### src/rtl/moravec_pkg.sv
// Shared types and constants for the Moravec window scoring datapath.
// Direction tables are indexed by DIR_E/DIR_S/DIR_SE/DIR_SW.
package moravec_pkg;

    typedef enum logic [2:0] {
        IDLE  = 3'd0,
        FILL  = 3'd1,
        SCORE = 3'd2,
        MIN   = 3'd3,
        DONE  = 3'd4
    } mv_state_t;

    localparam int DIR_E  = 0;
    localparam int DIR_S  = 1;
    localparam int DIR_SE = 2;
    localparam int DIR_SW = 3;

    localparam int DIR_DX [4] = '{1, 0, 1, -1};
    localparam int DIR_DY [4] = '{0, 1, 1, 1};

endpackage

### src/rtl/moravec_window_score_sq_diff.sv
// Combinational squared absolute difference of two unsigned pixels.
module sq_diff #(
    parameter int PIX_W = 8
) (
    input  logic [PIX_W-1:0]   a,
    input  logic [PIX_W-1:0]   b,
    output logic [2*PIX_W-1:0] sq
);

    logic [PIX_W-1:0] diff;

    always_comb begin
        diff = (a > b) ? (a - b) : (b - a);
        sq   = {{PIX_W{1'b0}}, diff} * {{PIX_W{1'b0}}, diff};
    end

endmodule

### src/rtl/moravec_window_score.sv
// Captures an N x N pixel window and computes its Moravec interest score
// (minimum over four directions of summed squared differences of interior pixels).
module moravec_window_score
    import moravec_pkg::*;
#(
    parameter int N       = 8,
    parameter int bitSize = 6,
    parameter int PIX_W   = 8,
    parameter int SCORE_W = 22
) (
    input  logic               clk,
    input  logic               rst,
    input  logic [PIX_W-1:0]   pix_in,
    input  logic [bitSize:0]   count_in,
    input  logic               pix_valid,
    output logic               inc_out,
    output logic [SCORE_W-1:0] score_out,
    output logic               score_valid,
    input  logic               score_ready
);

    localparam int CW    = bitSize + 1;
    localparam int IDX_W = $clog2(N * N);

    localparam logic [CW-1:0] LAST_IDX = CW'(N * N - 1);
    localparam logic [CW-1:0] XY_FIRST = CW'(1);
    localparam logic [CW-1:0] XY_LAST  = CW'(N - 2);

    mv_state_t state, next_state;

    logic [PIX_W-1:0]   window [N*N];
    logic [CW-1:0]      x_cnt, y_cnt;
    logic [SCORE_W-1:0] acc [4];

    logic [IDX_W-1:0]   center_idx;
    logic [IDX_W-1:0]   nbr_idx [4];
    logic [2*PIX_W-1:0] sq [4];
    logic [SCORE_W-1:0] min_a, min_b, min_all;

    logic capture;
    logic last_interior;

    assign capture       = (state == FILL) && pix_valid && (count_in == LAST_IDX);
    assign last_interior = (state == SCORE) && (x_cnt == XY_LAST) && (y_cnt == XY_LAST);
    assign inc_out       = (state == FILL);

    always_ff @(posedge clk) begin
        if (rst) state <= IDLE;
        else     state <= next_state;
    end

    always_comb begin
        next_state = state;
        case (state)
            IDLE:    next_state = FILL;
            FILL:    if (capture) next_state = SCORE;
            SCORE:   if (last_interior) next_state = MIN;
            MIN:     next_state = DONE;
            DONE:    if (score_valid && score_ready) next_state = FILL;
            default: next_state = IDLE;
        endcase
    end

    // Window storage is deliberately not reset; unwritten entries keep prior contents.
    always_ff @(posedge clk) begin
        if (!rst && (state == FILL) && pix_valid && (count_in <= LAST_IDX))
            window[count_in[IDX_W-1:0]] <= pix_in;
    end

    always_comb begin
        center_idx = IDX_W'(int'(y_cnt) * N + int'(x_cnt));
        for (int d = 0; d < 4; d++)
            nbr_idx[d] = IDX_W'((int'(y_cnt) + DIR_DY[d]) * N + int'(x_cnt) + DIR_DX[d]);
    end

    for (genvar g = 0; g < 4; g++) begin : g_sq
        sq_diff #(.PIX_W(PIX_W)) u_sq (
            .a  (window[center_idx]),
            .b  (window[nbr_idx[g]]),
            .sq (sq[g])
        );
    end

    always_comb begin
        min_a   = (acc[DIR_E]  < acc[DIR_S])  ? acc[DIR_E]  : acc[DIR_S];
        min_b   = (acc[DIR_SE] < acc[DIR_SW]) ? acc[DIR_SE] : acc[DIR_SW];
        min_all = (min_a < min_b) ? min_a : min_b;
    end

    // Raster scan over interior pixels while accumulating all four directions.
    always_ff @(posedge clk) begin
        if (rst) begin
            x_cnt       <= XY_FIRST;
            y_cnt       <= XY_FIRST;
            score_out   <= '0;
            score_valid <= 1'b0;
            for (int d = 0; d < 4; d++) acc[d] <= '0;
        end else begin
            case (state)
                FILL: begin
                    if (capture) begin
                        x_cnt <= XY_FIRST;
                        y_cnt <= XY_FIRST;
                        for (int d = 0; d < 4; d++) acc[d] <= '0;
                    end
                end
                SCORE: begin
                    for (int d = 0; d < 4; d++)
                        acc[d] <= acc[d] + SCORE_W'(sq[d]);
                    if (x_cnt == XY_LAST) begin
                        x_cnt <= XY_FIRST;
                        y_cnt <= y_cnt + 1'b1;
                    end else begin
                        x_cnt <= x_cnt + 1'b1;
                    end
                end
                MIN: begin
                    score_out   <= min_all;
                    score_valid <= 1'b1;
                end
                DONE: begin
                    if (score_valid && score_ready) score_valid <= 1'b0;
                end
                default: ;
            endcase
        end
    end

endmodule
### config.mk
export PLATFORM = sky130hd
export DESIGN_NAME = moravec_window_score
export DESIGN_NICKNAME = d
export VERILOG_FILES = /design/src/rtl/moravec_pkg.sv /design/src/rtl/moravec_window_score_sq_diff.sv /design/src/rtl/moravec_window_score.sv
export SDC_FILE = /design/constraint.sdc
export NUM_CORES = 2
export LEC_CHECK = 0
export ABC_AREA = 1
export CAP_MARGIN = 30
export CELL_PAD_IN_SITES_DETAIL_PLACEMENT = 0
export CELL_PAD_IN_SITES_GLOBAL_PLACEMENT = 1
export CORE_MARGIN = 2
export CORE_UTILIZATION = 54
export DETAILED_ROUTE_END_ITERATION = 16
export MAX_ROUTING_LAYER = met4
export PLACE_DENSITY_LB_ADDON = 0.08
export SETUP_SLACK_MARGIN = 0.1
export SLEW_MARGIN = 20
export SYNTH_ARGS = -nofsm -noshare
export SYNTH_HDL_FRONTEND = slang
export SYNTH_SLANG_ARGS = --single-unit
### constraint.sdc
create_clock -name clk -period 21 [get_ports clk]
set_clock_uncertainty 0.1 [all_clocks]
set_input_delay 3.15 -clock clk [delete_from_list [all_inputs] [get_ports clk]]
set_output_delay 3.15 -clock clk [all_outputs]
set_load 0.02 [all_outputs]
Word level (Yosys, flattened, before mapping)
Memories as Yosys holds them, arrays and structs flattened.
Cells that the tools add are included.
- bits in registers: 40
- bits in latches: 0
- memory bits (writable): 600
- bits in read-only memories: 0
- input bits: 19
- logic and storage cells: 111
- memories: 2
- memories (memory ; words ; bits a word ; read ports ; clocked after memory_dff ; write ports ; RTL line ; source):
    window ; 64 ; 8 ; 5 ; 0 ; 1 ; moravec_window_score.sv:31 ; logic [PIX_W-1:0] window [N*N];
    acc ; 4 ; 22 ; 4 ; 0 ; 4 ; moravec_window_score.sv:33 ; logic [SCORE_W-1:0] acc [4];
- add/sub/neg operators: 20
- multipliers: 4
- div/mod/pow operators: 0
- $lt $le $gt $ge: 8
- equal/unequal tests: 11
- shifts and indexed selects: 0
- muxes and demuxes: 37
- bitwise logic cells: 8
- reductions and logical operators: 16
- operators with widths (cell ; number):
    $mux 22 ; 11
    $add 22x16->22 ; 4
    $lt 22x22->1 ; 3
    $mul 8x8->16 ; 4
    $sub 8x8->8 ; 8
    $gt 8x8->1 ; 4
    $mux 8 ; 4
    $pmux 7 s2 ; 2
    $mux 7 ; 3
    $pmux 3 s5 ; 1
    $add 7x1->7 const B ; 2
    $eq 7x3->1 const B ; 2
    $add 6x1->6 const B ; 2
    $add 6x6->6 ; 2
    $mux 1 ; 12
    $mux 3 ; 3
    $logic_and 1x1->1 ; 8
    $or 1x1->1 ; 8
    $eq 7x6->1 const B ; 1
    $le 7x6->1 const B ; 1
    $add 6x2->6 const B ; 1
    $eq 3x2->1 const B ; 2
    $reduce_and 3->1 ; 2
    $ne 2x1->1 const B ; 2
    other kinds (9) ; 12

Depth between registers and ports, before layout
- depth after elaboration: 9
- depth in mapped cells: 53

By module
From an unflattened synthesis, not the netlist that was laid out.
- cells, all modules: 6403
- area, all modules: 50290.7 um^2
- modules (own cells, without submodules) (module ; times used ; cells an instance ; area each (um^2)):
    moravec_window_score ; 1 ; 4915 ; 39775.6
    sq_diff (g_sq[0].u_sq ...) ; 3 ; 371 ; 2642.5
    sq_diff (g_sq[3].u_sq) ; 1 ; 375 ; 2587.5

Worst setup path before layout
No wires, ideal clock.
- path kind: reg2reg
- from: reg x_cnt[0]
- to: mem acc[3][21], data pin
- library setup time: 0.255 ns
- arrival time: 8.136 ns
- slack: 12.509 ns
- stages on the path, launching flop included: 48
- buffers on the path: 7
- clock period less this slack: 8.491 ns
- cells stage by stage: dfxtp_1 -> buf_4 -> inv_4 -> buf_2 -> buf_2 -> buf_2 -> ha_1 -> clkinv_1 -> buf_2 -> clkbuf_1 -> clkbuf_1 -> nor2_1 -> o211ai_1 -> nand3_1 -> o31ai_1 -> nand2_1 -> nand2_1 -> inv_1 -> (+12 left out) -> inv_1 -> ha_1 -> inv_1 -> fa_1 -> fa_1 -> nor2_1 -> nand2_1 -> nor3_1 -> o21a_1 -> nand2_1 -> o21bai_1 -> nand2_1 -> o21bai_1 -> nand2_1 -> nand2_1 -> nand4_1 -> nand2_1 -> nor2_1
- RTL lines (item ; RTL line ; source):
    start, declared ; moravec_window_score.sv:32 ; logic [CW-1:0] x_cnt, y_cnt;
    start signal, assigned ; moravec_window_score.sv:114 ; x_cnt <= x_cnt + 1'b1;
    end, declared ; moravec_window_score.sv:33 ;

==> flow_summary.json <==
{
  "async_flop_share_pct": 0,
  "hold_class": "reg -> reg",
  "cts_tree": "done",
  "gp_congestion": 1.05,
  "post-route-cell-area_um2": 51900,
  "syn-instance-count": 5760,
  "worst_slack_ns": 9.41,
  "tightestPinTransition_ns": 1.13,
  "num_rows": 109,
  "dieWidth_um": 303,
  "seq_area_frac_synth_pct": 38.6,
  "numClockSinks": 640,
  "dr.pass1.iters": 7,
  "startpoint_type": "flip-flop",
  "outcome": "finished clean",
  "via_per_inst": 5.99,
  "max_freq_mhz": 86.3,
  "cts-root-buf": "clkbuf_16",
  "path_class": "reg -> reg",
  "power_density_nw_per_um2": 155,
  "vias": 41154,
  "synth_common_cells": "nand2_1, o21ai_0, inv_1",
  "period_needed_ns": 11.59,
  "postCtsHoldBufs": 0,
  "grt-ovfl-total": 0,
  "grt_use_total_pct": 35.7,
  "cts_buffer_depth": 3,
  "cts_resized": 0,
  "grt_pass1_vias": 37538,
  "wire_per_inst_um": 23.2,
  "avgSynthCellArea_um2": 8.36,
  "antenna_found_initial": 0,
  "synth_most_common_cell": "nand2_1",
  "initial_utilization_pct": 54.5,
  "cts_htree_levels": 3,
  "remaining_drc_errors": 0,
  "slew_headroom_pct": 24.5,
  "pin_count": 43,
  "drt_iter0_markers": 5064,
  "synth-edff-count": 578,
  "nNetsFinal": 6120,
  "worst_path_largest_cell_delay_ns": 0.81,
  "ir_drop_uv": 344,
  "die_area_um2": 91600,
  "syn_nets": 6239,
  "tns_ns": 0,
  "die_h_um": 303,
  "fin_crit_sh_pct": 55.2,
  "drtAntennaViolNets": 0,
  "finalMaxSlewViolations": 0,
  "port_buffers": 42,
  "core_um2": 88400,
  "synth_flop_cell": "edfxtp_1",
  "yosysTopAreaCell": "edfxtp_1",
  "grt_pass1_wl_mm": 237,
  "area_growth_pct": 7.73,
  "cp.required_ns": 21.32,
  "cpMaxStageDelayCell": "buf_4",
  "crit_fanout": 73,
  "cts-buffers-inserted": 77,
  "drv_cap": 0,
  "hold_violations": 0,
  "finalSetupViolCount": 0,
  "syn_area_um2": 48100,
  "ys_types": 64,
  "drt_wl_total_mm": 159,
  "hold_ws_ns": 0.366,
  "rsz0062_at_grt": "no",
  "synth.area.top_cells": "edfxtp_1, nand2_1, ha_1",
  "postCtsSetupBuffers": 0,
  "grt_max_degree": 158,
  "drive_gt1_share_pct": 4.96,
  "dp_hpwl_mm": 109,
  "crit_top_cell": "nand2_1",
  "critical_path_arrival_ns": 11.91,
  "cts.clk_slew.worst_paths_ns": 0.06,
  "crit_path_end_kind": "flip-flop",
  "pre_cts_slack_ns": 9.44,
  "synth-seq-cells": 640,
  "insertion_delay_ns": 0.67,
  "place_area_um2": 49200,
  "synth_top_area_share_pct": 36.1,
  "power.leakage_uw": 0.0228,
  "n_fill_cell": 7981,
  "synth_warnings": 0
}
-- state kept, by name, indices dropped and copies added, names as in the netlist --
register and cells:
state 3, x_cnt 7, score_out 22, y_cnt 7, score_valid 1, window 512, acc 88
-- cells in the final DEF, fill, tap and decap left out, types with 8 or more instances in the layout --
cell / n
o221ai_1: 26
a21oi_1: 348
inv_1: 658
buf_2: 8
o211ai_1: 36
xor2_1: 50
or2_2: 19
clkdlybuf4s50_1: 34
clkinv_2: 12
o31ai_1: 10
a21o_1: 8
o22ai_1: 117
clkbuf_1: 9
nand4_1: 15
edfxtp_1: 578
ha_1: 295
fa_1: 163
nand3_1: 298
nor2_1: 616
mux2i_1: 218
nor3_1: 29
dfxtp_1: 59
o21a_1: 22
a31oi_1: 17
inv_2: 15
clkinvlp_4: 9
a211oi_1: 12
buf_4: 57
o21ai_1: 21
xnor2_1: 13
clkinv_1: 20
nand2_1: 998
o21ai_0: 703
o21bai_1: 8
o21ai_2: 10
clkbuf_16: 81
-- final timing paths --
kind	from	to	slack, ns	depth (start not counted)
hold reg to reg	score_out[13]$_SDFFE_PP0P_	score_out[13]$_SDFFE_PP0P_	0.37	2
setup reg to reg	x_cnt[0]$_SDFFE_PP1P_	acc[3][21]$_SDFFCE_PN0P_	9.41	45
setup / recovery	x_cnt[0]$_SDFFE_PP1P_	acc[3][21]$_SDFFCE_PN0P_	9.41	45
hold / removal	score_out[13]$_SDFFE_PP0P_	score_out[13]$_SDFFE_PP0P_	0.37	2
-- final cells by class --
class | instances | area (um2) | share of cell area, %
inverters | 681 | 2570 | 4.96
diodes | 1 | 2.50 | 0.00482
flip-flops and latches | 640 | 18600 | 35.9
clock buffers | 91 | 2070 | 4.00
well taps | 1165 | 1460 | 2.81
repair buffers | 107 | 930 | 1.79
multi-input cells | 4134 | 25700 | 49.5
clock inverters | 52 | 524 | 1.01
-- power by group --
part / total [uW] / switching, uW / internal [uW]
clock: 1380 / 584 / 801
sequential: 1400 / 5.72 / 1390
combinational: 5230 / 3300 / 1930
total: 8020 / 3890 / 4120
-- layer usage --
| layer | track usage [%] | share of wire, % | vias to the layer above |
|---|---|---|---|
| met5 | - | 0 | - |
| met1 | 51.9 | 44 | 19609 |
| li1 | - | - | 19347 |
| met3 | 7.10 | 11 | 263 |
| met4 | 11.4 | 3.1 | 0 |
| met2 | 50.0 | 42 | 1935 |
-- critical path, delay by kind of cell, from the launching register on --
kind | cells | cell delay [ns]
buffers and inverters | 10 | 2.93
adders and majority gates | 6 | 2.52
AOI/OAI and AO/OA | 12 | 2.46
and+or+nand+nor | 15 | 1.78
DFF | 1 | 0.70
xor gates and xnor gates | 1 | 0.64
muxes | 1 | 0.10
-- through the flow --
step                instances  util [%]  total power (uW)
floorplan                5760         -              5460
global placement         6709      55.6              6530
detailed placement       6718      55.7              6600
CTS                      6861      58.6              8010
global route             6870      58.7              9000
finish                   6871      58.7              8020
-- kinds of logic (layout without fill, tap and decap cells) --
logic type | count (synthesis) | in the layout | synth area share (%)
adder cells (fa/ha/maj) | 460 | 460 | 14.5
AND/OR/NAND/NOR | 2004 | 2004 | 16.9
XOR/XNOR | 75 | 75 | 1.56
buffers and inverters | 986 | 931 | 8.17
AO/OA/AOI/OAI | 1377 | 1377 | 15.7
flip-flops | 640 | 640 | 38.6
multiplexers | 218 | 218 | 4.53
other | 0 | 1 | 0
Note: power is estimated with default switching activity, not from simulation.
